### config.mk
export PLATFORM = sky130hd
export DESIGN_NAME = status_bar_ctrl_flat
export DESIGN_NICKNAME = d
export VERILOG_FILES = /design/src/rtl/status_bar_ctrl_if.sv /design/src/rtl/status_bar_ctrl.sv /design/src/flat_wrapper.sv
export SDC_FILE = /design/constraint.sdc
export NUM_CORES = 1
export LEC_CHECK = 0
export ABC_CLOCK_PERIOD_IN_PS = 3100
export CELL_PAD_IN_SITES_DETAIL_PLACEMENT = 2
export CELL_PAD_IN_SITES_GLOBAL_PLACEMENT = 2
export CORE_AREA = 2 2 83 85
export CTS_CLUSTER_SIZE = 12
export DETAILED_ROUTE_END_ITERATION = 8
export DIE_AREA = 0 0 85 87
export PLACE_DENSITY_LB_ADDON = 0.25
export SLEW_MARGIN = 0
export SYNTH_ARGS = -nofsm -noshare
export SYNTH_HDL_FRONTEND = slang
export SYNTH_SLANG_ARGS = --single-unit
export TNS_END_PERCENT = 5
### constraint.sdc
create_clock -name clk -period 3.1 [get_ports clk]
set_input_delay 0.31 -clock clk [delete_from_list [all_inputs] [get_ports clk]]
set_output_delay 0.31 -clock clk [all_outputs]
set_load 0.05 [all_outputs]
### src/rtl/status_bar_ctrl_if.sv
// Event inputs and display-facing outputs of the HUD status-bar controller.
// The game logic drives the events as master; the controller is the slave.
interface status_bar_ctrl_if;
  logic       clk_1hz;
  logic       frame_start;
  logic       game_start;
  logic       hero_hit;
  logic       level_clear;
  logic       bar_enable;
  logic [9:0] gauge_r;
  logic [2:0] lives;
  logic       blink_on;
  logic       game_over;
  logic [6:0] power;

  modport master (
    output clk_1hz, frame_start, game_start, hero_hit, level_clear,
    input  bar_enable, gauge_r, lives, blink_on, game_over, power
  );

  modport slave (
    input  clk_1hz, frame_start, game_start, hero_hit, level_clear,
    output bar_enable, gauge_r, lives, blink_on, game_over, power
  );
endinterface

### src/rtl/status_bar_ctrl.sv
// Hero power gauge, lives counter and game-phase FSM for the HUD status bar.
// Display-facing outputs are shadow registers refreshed only on frame_start.
module status_bar_ctrl #(
  parameter int unsigned POWER_MAX   = 100,
  parameter int unsigned LIVES_INIT  = 3,
  parameter int unsigned LOW_THRESH  = 20,
  parameter int unsigned HIT_COST    = 10,
  parameter int unsigned DEAD_SECS   = 2,
  parameter int unsigned BAR_L       = 0,
  parameter int unsigned PX_PER_UNIT = 6
) (
  input  logic                     clk,
  input  logic                     rst_n,
  status_bar_ctrl_if.slave         bus
);

  localparam int unsigned DCW = (DEAD_SECS > 1) ? $clog2(DEAD_SECS) : 1;
  localparam logic [6:0]     P_MAX     = 7'(POWER_MAX);
  localparam logic [6:0]     P_LOW     = 7'(LOW_THRESH);
  localparam logic [7:0]     P_HIT     = 8'(HIT_COST);
  localparam logic [2:0]     L_INIT    = 3'(LIVES_INIT);
  localparam logic [DCW-1:0] DEAD_LAST = DCW'(DEAD_SECS - 1);
  localparam logic [9:0]     G_FULL    = 10'(BAR_L + PX_PER_UNIT * POWER_MAX);

  typedef enum logic [2:0] {S_IDLE, S_RUN, S_LOW, S_DEAD, S_OVER} state_t;

  state_t         state_q, state_d;
  logic [6:0]     power_q, power_d;
  logic [2:0]     lives_q, lives_d;
  logic [DCW-1:0] dead_cnt_q, dead_cnt_d;
  logic           blink_q, blink_d;
  logic           game_over_q;
  logic           clk1_q;

  logic           bar_en_sh_q;
  logic [9:0]     gauge_sh_q;
  logic [2:0]     lives_sh_q;
  logic           blink_sh_q;

  logic           tick;
  logic [7:0]     dec;
  logic [6:0]     power_sub;
  logic [9:0]     gauge_now;

  assign tick      = bus.clk_1hz & ~clk1_q;
  assign dec       = (bus.hero_hit ? P_HIT : 8'd0) + {7'd0, tick};
  assign power_sub = ({1'b0, power_q} > dec) ? 7'({1'b0, power_q} - dec) : '0;
  assign gauge_now = 10'(BAR_L + PX_PER_UNIT * 32'(power_q));

  always_comb begin
    state_d    = state_q;
    power_d    = power_q;
    lives_d    = lives_q;
    dead_cnt_d = dead_cnt_q;
    blink_d    = blink_q;
    unique case (state_q)
      S_IDLE: begin
        if (bus.game_start) begin
          state_d = S_RUN;
          power_d = P_MAX;
          lives_d = L_INIT;
          blink_d = 1'b1;
        end
      end
      S_RUN, S_LOW: begin
        // level_clear wins over any same-cycle hit/tick; game_start is ignored here
        if (bus.level_clear) begin
          state_d = S_RUN;
          power_d = P_MAX;
          blink_d = 1'b1;
        end else begin
          power_d = power_sub;
          if (power_sub == '0) begin
            state_d    = S_DEAD;
            lives_d    = (lives_q == '0) ? '0 : lives_q - 3'd1;
            dead_cnt_d = '0;
            blink_d    = 1'b0;
          end else if (power_sub <= P_LOW) begin
            state_d = S_LOW;
            if (state_q == S_LOW && tick) blink_d = ~blink_q;
          end else begin
            state_d = S_RUN;
            blink_d = 1'b1;
          end
        end
      end
      S_DEAD: begin
        blink_d = 1'b0;
        if (tick) begin
          if (dead_cnt_q == DEAD_LAST) begin
            if (lives_q == '0) begin
              state_d = S_OVER;
            end else begin
              state_d = S_RUN;
              power_d = P_MAX;
              blink_d = 1'b1;
            end
          end else begin
            dead_cnt_d = dead_cnt_q + 1'b1;
          end
        end
      end
      S_OVER: begin
        if (bus.game_start) begin
          state_d = S_RUN;
          power_d = P_MAX;
          lives_d = L_INIT;
          blink_d = 1'b1;
        end else if (tick) begin
          blink_d = ~blink_q;
        end
      end
      default: state_d = S_IDLE;
    endcase
  end

  always_ff @(posedge clk) begin
    if (!rst_n) begin
      state_q     <= S_IDLE;
      power_q     <= P_MAX;
      lives_q     <= L_INIT;
      dead_cnt_q  <= '0;
      blink_q     <= 1'b1;
      game_over_q <= 1'b0;
      clk1_q      <= bus.clk_1hz;
      bar_en_sh_q <= 1'b0;
      gauge_sh_q  <= G_FULL;
      lives_sh_q  <= L_INIT;
      blink_sh_q  <= 1'b1;
    end else begin
      state_q     <= state_d;
      power_q     <= power_d;
      lives_q     <= lives_d;
      dead_cnt_q  <= dead_cnt_d;
      blink_q     <= blink_d;
      game_over_q <= (state_d == S_OVER);
      clk1_q      <= bus.clk_1hz;
      // shadows take the pre-update values so same-cycle events show next frame
      if (bus.frame_start) begin
        bar_en_sh_q <= (state_q != S_IDLE);
        gauge_sh_q  <= gauge_now;
        lives_sh_q  <= lives_q;
        blink_sh_q  <= blink_q;
      end
    end
  end

  assign bus.bar_enable = bar_en_sh_q;
  assign bus.gauge_r    = gauge_sh_q;
  assign bus.lives      = lives_sh_q;
  assign bus.blink_on   = blink_sh_q;
  assign bus.game_over  = game_over_q;
  assign bus.power      = power_q;

endmodule
### src/flat_wrapper.sv
// flat-port wrapper written by rule: the top's interface ports become plain ports
module status_bar_ctrl_flat 
#(
  parameter int unsigned POWER_MAX   = 100,
  parameter int unsigned LIVES_INIT  = 3,
  parameter int unsigned LOW_THRESH  = 20,
  parameter int unsigned HIT_COST    = 10,
  parameter int unsigned DEAD_SECS   = 2,
  parameter int unsigned BAR_L       = 0,
  parameter int unsigned PX_PER_UNIT = 6
)
  (clk, rst_n, bus_clk_1hz, bus_frame_start, bus_game_start, bus_hero_hit, bus_level_clear, bus_bar_enable, bus_gauge_r, bus_lives, bus_blink_on, bus_game_over, bus_power);
  status_bar_ctrl_if bus_i ();
  input  logic clk;
  input  logic rst_n;
  input wire logic [$bits(bus_i.clk_1hz)-1:0] bus_clk_1hz;
  input wire logic [$bits(bus_i.frame_start)-1:0] bus_frame_start;
  input wire logic [$bits(bus_i.game_start)-1:0] bus_game_start;
  input wire logic [$bits(bus_i.hero_hit)-1:0] bus_hero_hit;
  input wire logic [$bits(bus_i.level_clear)-1:0] bus_level_clear;
  output wire logic [$bits(bus_i.bar_enable)-1:0] bus_bar_enable;
  output wire logic [$bits(bus_i.gauge_r)-1:0] bus_gauge_r;
  output wire logic [$bits(bus_i.lives)-1:0] bus_lives;
  output wire logic [$bits(bus_i.blink_on)-1:0] bus_blink_on;
  output wire logic [$bits(bus_i.game_over)-1:0] bus_game_over;
  output wire logic [$bits(bus_i.power)-1:0] bus_power;
  assign bus_i.clk_1hz = bus_clk_1hz;
  assign bus_i.frame_start = bus_frame_start;
  assign bus_i.game_start = bus_game_start;
  assign bus_i.hero_hit = bus_hero_hit;
  assign bus_i.level_clear = bus_level_clear;
  assign bus_bar_enable = bus_i.bar_enable;
  assign bus_gauge_r = bus_i.gauge_r;
  assign bus_lives = bus_i.lives;
  assign bus_blink_on = bus_i.blink_on;
  assign bus_game_over = bus_i.game_over;
  assign bus_power = bus_i.power;
  status_bar_ctrl #(.POWER_MAX(POWER_MAX), .LIVES_INIT(LIVES_INIT), .LOW_THRESH(LOW_THRESH), .HIT_COST(HIT_COST), .DEAD_SECS(DEAD_SECS), .BAR_L(BAR_L), .PX_PER_UNIT(PX_PER_UNIT)) u_core (.clk(clk), .rst_n(rst_n), .bus(bus_i));
endmodule
==> results of run 1 <==
## layout make-up
type	count	share of cell area [%]
inverters	15	2.246
clock buffers	5	2.745
repair buffers	34	12.97
flip-flops and latches	31	24.75
well taps	80	3.992
multi-input cells	187	51.55
clock inverters	3	1.747
## layer usage
metal	vias up	global-route usage (%)	part of all wire [%]
met5	-	0	0
met4	0	5.916	1.2
met3	10	3.223	2.8
met2	33	33.59	52
met1	933	21.19	43
li1	925	-	-
## registers in the layout, summed over array words and instances (netlist names)
signal                 flops
u_core.blink_q             1
u_core.bus.bar_enable      1
u_core.bus.blink_on        1
u_core.bus.game_over       1
u_core.bus.gauge_r         9
u_core.bus.lives           3
u_core.bus.power           7
u_core.clk1_q              1
u_core.dead_cnt_q          1
u_core.lives_q             3
u_core.state_q             3
## stage by stage
stage	std cells	setup WS, ns
2_1_floorplan	245	0.4240
3_3_place_gp	347	0.1927
3_5_place_dp	347	0.09793
4_1_cts	355	0.3826
5_1_grt	355	0.1879
6_report	355	0.3896
## cell usage after synthesis, drive strengths merged, types with 3 or more instances
cell    number  area [um2]
or2          3       18.77
a21o         5       37.54
nand2b       5       31.28
o21ai       16       83.83
mux2i       11       110.1
buf          7       43.79
a21oi       16       83.83
nand3b       3       22.52
inv         15       56.30
o21a         3       22.52
nand2       26       97.59
o211ai       3       22.52
nor2        13       48.80
nand3        6       30.03
a31oi        6       37.54
o22ai        3       18.77
dfxtp       31       620.6
clkbuf       5       18.77
nor2b       17       108.9
ha          15       187.7
nor3         5       25.02
xnor2        3       26.28
## final timing paths
check / from / endpoint / slack [ns] / cells after the start
worst min register to register: u_core.bus.gauge_r[4] / u_core.bus.gauge_r[4] / 0.48 / 2
worst min-delay path: u_core.bus.gauge_r[4] / u_core.bus.gauge_r[4] / 0.48 / 2
worst max-delay path: bus_clk_1hz / u_core.blink_q / 0.39 / 10
worst max register to register: u_core.bus.power[0] / u_core.blink_q / 0.51 / 9
## cell families (layout without fill, tap and decap cells)
family / count (synthesis) / in the layout / share of synthesized area (%)
AND/OR/NAND/NOR: 87 / 87 / 21.92
AO/OA/AOI/OAI: 68 / 68 / 23.58
flip-flops: 31 / 31 / 30.54
buffers and inverters: 27 / 57 / 5.850
adder cells (fa/ha/maj): 17 / 17 / 11.21
multiplexers: 11 / 11 / 5.419
XOR/XNOR: 3 / 3 / 1.293
other: 1 / 1 / 0.1846
## power by group through the flow
stage                     registers, uW  clock network [uW]  logic, uW
after floorplan                     454                   0        118
after global placement              430                   0        204
after detailed placement            430                   0        208
after CTS                           421                 428        211
after global routing                423                 445        227
final                               421                 416        209
## worst min-delay path, cell delays in order, from the launching register on
cell                      delay [ns]
sky130_fd_sc_hd__dfxtp_1        0.33
sky130_fd_sc_hd__o21ai_0        0.07
sky130_fd_sc_hd__nand2_1        0.06
==> PnR_summary.wiki, run 1 <==
{| class="wikitable"
! Metric !! Value
|-
| # diodes || 0
|-
| Critical Path End Type || flip-flop
|-
| Mean instance size in the synthesized netlist || 8.294 um2
|-
| Initial antenna violation count || 0
|-
| Total CTS buffers || 5
|-
| Horiz. Die Dim || 85 um
|-
| Clock Pin Slew Worst Setup and Hold Paths || 0.08 ns
|-
| DRT Pass-1 Iters || 4
|-
| Outcome || completed
|-
| Post-Route WL || 6.381 mm
|-
| Average wire per standard cell || 17.97 um
|-
| Power density of the placed cells || 417.2 nW/um2
|-
| Register bit total from synthesis || 31
|-
| Global-route wire length before repair || 10.42 mm
|-
| Netlist cell types || 53
|-
| Routed via count divided by cell count || 5.355
|-
| Number of nets in the layout || 298
|-
| Final hold violation count || 0
|-
| Sequential element share of the synthesized area || 30.54%
|-
| Buffer and inverter count on the worst path || 1
|-
| Most frequent cell on the critical path || sky130_fd_sc_hd__nor2b_1
|-
| Max-slew violation total from the final report || 0
|-
| Combinational power share || 20.0%
|-
| Kind of critical path || in2reg
|-
| Dpl cell area || 2395 um2
|-
| Longest individual stage delay on the worst path || 0.45 ns
|-
| Die Area || 7395 um2
|-
| Main flop type after synthesis || sky130_fd_sc_hd__dfxtp_1
|-
| H-tree levels || 2
|-
| Most common cell after layout, fill and taps aside || sky130_fd_sc_hd__dfxtp_1
|-
| IO Pins || 30
|-
| Max-capacitance violation count || 0
|-
| Share of async-settable or async-resettable flops after synthesis || 0%
|-
| Instance count of the mapped netlist || 245
|-
| Cell breakdown of the critical path || clkdlybuf4s50_1 > nor2b_1 > ha_1 > fa_1 > nor2b_1 > o211ai_1 > a21oi_2 > o311ai_0 > a31oi_1 > mux2i_1
|-
| Worst path top cell family by delay || compound AO/OA/AOI/OAI gates
|-
| Number of warnings issued by yosys || 0
|-
| Antenna Violating Nets Remaining || 0
|-
| Number of buffers inserted by post-CTS setup repair || 0
|-
| Via count || 1901
|-
| Standard cell core area || 6569 um2
|-
| Register share of total power || 40.2%
|-
| Final min period || 2.710 ns
|-
| Worst slew pin tran || 0.8981 ns
|-
| Clock latency at the later pin of the worst-skew pair || 0.29 ns
|-
| Row count || 30
|-
| Share of cells above drive strength 1 || 8.364%
|-
| Peak ir drop on the vdd network || 0.0001575 V
|-
| Area of combinational cells with multiple inputs || 1292 um2
|-
| Arrival time of the worst setup path || 2.93 ns
|-
| Fraction of power spent switching nets || 30.42%
|-
| Initial Utilization || 30.93%
|-
| Resized cells post-CTS || 0
|-
| Layout overhead on the synthesized area || 23.40%
|-
| Synthesized netlist net count || 269
|-
| Root Buffer Master || sky130_fd_sc_hd__clkbuf_8
|-
| Leakage component of the power || 0.0009708 uW
|-
| Internal power || 728.0 uW
|-
| Number of violations reported at the end of detailed-routing iteration 0 || 61
|-
| HPWL after DPL || 4.830 mm
|-
| Synthesized area || 2032 um2
|-
| Residual DRC count || 0
|-
| Clock network fraction of design power || 39.8%
|-
| Relative slew slack || 39.94%
|-
| Number of failing setup endpoints in the final timing report || 0
|-
| Switching pwr || 318.2 uW
|-
| Number of global-route vias before repair || 1995
|-
| Sinks on Clock Net || 31
|-
| CP startpoint kind || primary input
|-
| Master of the slowest instance on the critical path || sky130_fd_sc_hd__fa_1
|-
| Peak fanout along the critical path || 9
|-
| Fmax achieved || 369.0 MHz
|-
| Aggregate global-route resource usage || 18.19%
|-
| Highest-count cells in the layout ignoring fill and taps || 31 x sky130_fd_sc_hd__dfxtp_1, 28 x sky130_fd_sc_hd__clkdlybuf4s50_1, 26 x sky130_fd_sc_hd__nand2_1
|-
| Req. time, crit path || 3.32 ns
|-
| Setup repair after global routing missed its margin || false
|-
| Total congestion overflow after global routing || 0
|-
| Number of buffers on the longest clock path || 2
|-
| CTS tree || yes
|-
| Final design instance area without fill || 2507 um2
|-
| Final TNS setup || 0 ns
|-
| Y dimension of the die || 87 um
|-
| IO buf count || 28
|-
| Number of hold buffers added after CTS || 0
|-
| Min-delay worst type || reg2reg
|-
| Routability-driven placement congestion ratio || 0.9005
|-
| WHS || 0.4829 ns
|-
| Clock skew after layout || 0.009370 ns
|-
| Flip-flop and latch area || 620.6 um2
|-
| Portion of the clock cycle consumed by the worst path in the final layout || 87.43%
|-
| Pin count of the biggest net entering global routing || 23
|-
| Post-route core utilization || 38.17%
|-
| Number of flops mapped to enable cells by yosys || 0
|-
| Total power || 1046 uW
|-
| Fillcell total || 757
|}
(Power assumes the default switching activity.)
==> inputs of run 2 (changes only) <==
Settings changed: CTS_CLUSTER_DIAMETER from default to 150.
==> results of run 2 <==
No change in the layout: final DEF, timing and power equal those of run 1.
==> inputs of run 3 (changes only) <==
Settings changed: GPL_TIMING_DRIVEN from default to 0.
==> run 3 against run 2 <==
Compared with the run above: first-iteration DRC count increased by 85%; core utilization is 0.095 points lower; highest routed layer unchanged; largest cell class unchanged; critical path depth stayed put; largest power group unchanged.
==> PnR_summary.wiki, run 3 (same netlist as run 1, synthesis figures left out) <==
{| class="wikitable"
! Metric !! Value
|-
| Final min period || 2.897 ns
|-
| # diodes || 0
|-
| Row count || 30
|-
| Root Buffer Master || sky130_fd_sc_hd__clkbuf_8
|-
| Req. time, crit path || 3.28 ns
|-
| Initial antenna violation count || 0
|-
| Global-route wire length before repair || 10.51 mm
|-
| Total power || 943.7 uW
|-
| Y dimension of the die || 87 um
|-
| Routability-driven placement congestion ratio || 0.7824
|-
| Fmax achieved || 345.2 MHz
|-
| Number of violations reported at the end of detailed-routing iteration 0 || 113
|-
| Most common cell after layout, fill and taps aside || sky130_fd_sc_hd__dfxtp_1
|-
| Via count || 1917
|-
| Pin count of the biggest net entering global routing || 12
|-
| Average wire per standard cell || 17.20 um
|-
| Horiz. Die Dim || 85 um
|-
| Clock Pin Slew Worst Setup and Hold Paths || 0.07 ns
|-
| Clock skew after layout || 0.001863 ns
|-
| Number of failing setup endpoints in the final timing report || 0
|-
| Peak ir drop on the vdd network || 0.0001794 V
|-
| CTS tree || yes
|-
| Cell breakdown of the critical path || clkdlybuf4s50_1 > nor2b_2 > ha_1 > fa_1 > nor2b_1 > o211ai_1 > a21oi_4 > a21oi_1 > a31oi_1 > o21a_1
|-
| Post-Route WL || 6.210 mm
|-
| Portion of the clock cycle consumed by the worst path in the final layout || 93.44%
|-
| Standard cell core area || 6569 um2
|-
| Share of cells above drive strength 1 || 7.829%
|-
| Worst slew pin tran || 0.6595 ns
|-
| Max FFs per register || 9
|-
| Initial Utilization || 30.93%
|-
| Aggregate global-route resource usage || 18.10%
|-
| Arrival time of the worst setup path || 3.08 ns
|-
| Layout overhead on the synthesized area || 23.09%
|-
| Setup repair after global routing missed its margin || true
|-
| Die Area || 7395 um2
|-
| R2r setup slk || 0.43 ns
|-
| Routed via count divided by cell count || 5.310
|-
| H-tree levels || 2
|-
| Area of combinational cells with multiple inputs || 1303 um2
|-
| Max-capacitance violation count || 0
|-
| Highest-count cells in the layout ignoring fill and taps || 31 x sky130_fd_sc_hd__dfxtp_1, 27 x sky130_fd_sc_hd__clkdlybuf4s50_1, 26 x sky130_fd_sc_hd__nand2_1
|-
| IO Pins || 30
|-
| Number of hold buffers added after CTS || 0
|-
| Min-delay worst type || reg2reg
|-
| Residual DRC count || 0
|-
| Relative slew slack || 55.84%
|-
| Kind of critical path || in2reg
|-
| Total CTS buffers || 5
|-
| IO buf count || 27
|-
| Post-route core utilization || 38.08%
|-
| Antenna Violating Nets Remaining || 0
|-
| Longest individual stage delay on the worst path || 0.48 ns
|-
| Number of buffers on the longest clock path || 2
|-
| Number of global-route vias before repair || 2070
|-
| Final hold violation count || 0
|-
| Fillcell total || 765
|-
| CP startpoint kind || primary input
|-
| Leakage component of the power || 0.0009613 uW
|-
| Outcome || completed
|-
| Critical Path End Type || flip-flop
|-
| DRT Pass-1 Iters || 4
|-
| Peak fanout along the critical path || 9
|-
| Clock latency at the later pin of the worst-skew pair || 0.29 ns
|-
| Flip-flop and latch area || 620.6 um2
|-
| HPWL after DPL || 4.818 mm
|-
| Master of the slowest instance on the critical path || sky130_fd_sc_hd__fa_1
|-
| Total congestion overflow after global routing || 0
|-
| Sinks on Clock Net || 31
|-
| Max-slew violation total from the final report || 0
|-
| Power density of the placed cells || 377.3 nW/um2
|-
| Number of nets in the layout || 304
|}
-- run 3: changes by cell type in the layout (fill, tap and decap cells not counted), sizes merged --
cell           before  now
clkinv              2    1
clkbuf              5   12
bufinv              1    0
buf                 6    8
clkdlybuf4s50      28   27
-- run 3: report_power, final --
group	internal (uW)	switching, uW	total, uW	leakage, uW
sequential	409	12.0	421	0.000252
clock	157	157	315	0.0000422
combinational	79.3	128	208	0.000667
-- run 3: critical path, delay by kind of cell --
family | cells | cell delay [ns]
buffers and inverters | 1 | 0.45
AOI/OAI and AO/OA | 5 | 1.20
and+or+nand+nor | 2 | 0.42
adders and majority gates | 2 | 0.70
-- run 3: final cells by class --
type | instances | area share, %
clock buffers | 7 | 3.052
well taps | 80 | 4.002
multi-input cells | 187 | 52.08
inverters | 15 | 2.251
clock inverters | 1 | 0.2001
repair buffers | 28 | 11.11
flip-flops and latches | 31 | 24.81
plain buffers | 12 | 2.501
-- run 3: worst paths after layout --
| kind | start | endpoint | depth (start not counted) |
|---|---|---|---|
| worst min-delay path | u_core.bus.gauge_r[3] | u_core.bus.gauge_r[3] | 2 |
| worst min register to register | u_core.bus.gauge_r[3] | u_core.bus.gauge_r[3] | 2 |
| worst max-delay path | bus_clk_1hz | u_core.state_q[0] | 10 |
| worst max register to register | u_core.bus.power[0] | u_core.state_q[0] | 9 |
-- run 3: layer usage --
| layer | vias up | track usage [%] | wire length [um] | share of wire [%] |
|---|---|---|---|---|
| met5 | - | 0 | 0 | 0 |
| met4 | 0 | 5.339 | 91 | 1.5 |
| met3 | 10 | 3.128 | 166 | 2.7 |
| met2 | 28 | 33.10 | 3181 | 51 |
| met1 | 943 | 21.63 | 2770 | 45 |
| li1 | 936 | - | - | - |
-- run 3: repair_timing --
action | in CTS | in global routing
setup buffers | 0 | 1
setup endpoints to repair | 6 | 6
pin swaps | 0 | 1
resized for setup | 1 | 1
-- run 3: stage by stage --
step | hold slack (ns) | cells | TNS (ns) | cell area (um2) | worst slack [ns]
after global placement | 0.4581 | 352 | -2.455 | 2402 | -0.3969
after floorplan | 0.3377 | 245 | 0 | 2032 | 0.4240
after detailed placement | 0.4750 | 352 | -3.332 | 2402 | -0.4669
after global routing | 0.5239 | 361 | -0.01776 | 2501 | -0.007755
after CTS | 0.4910 | 360 | 0 | 2486 | 0.006688
final | 0.4860 | 361 | 0 | 2501 | 0.2032
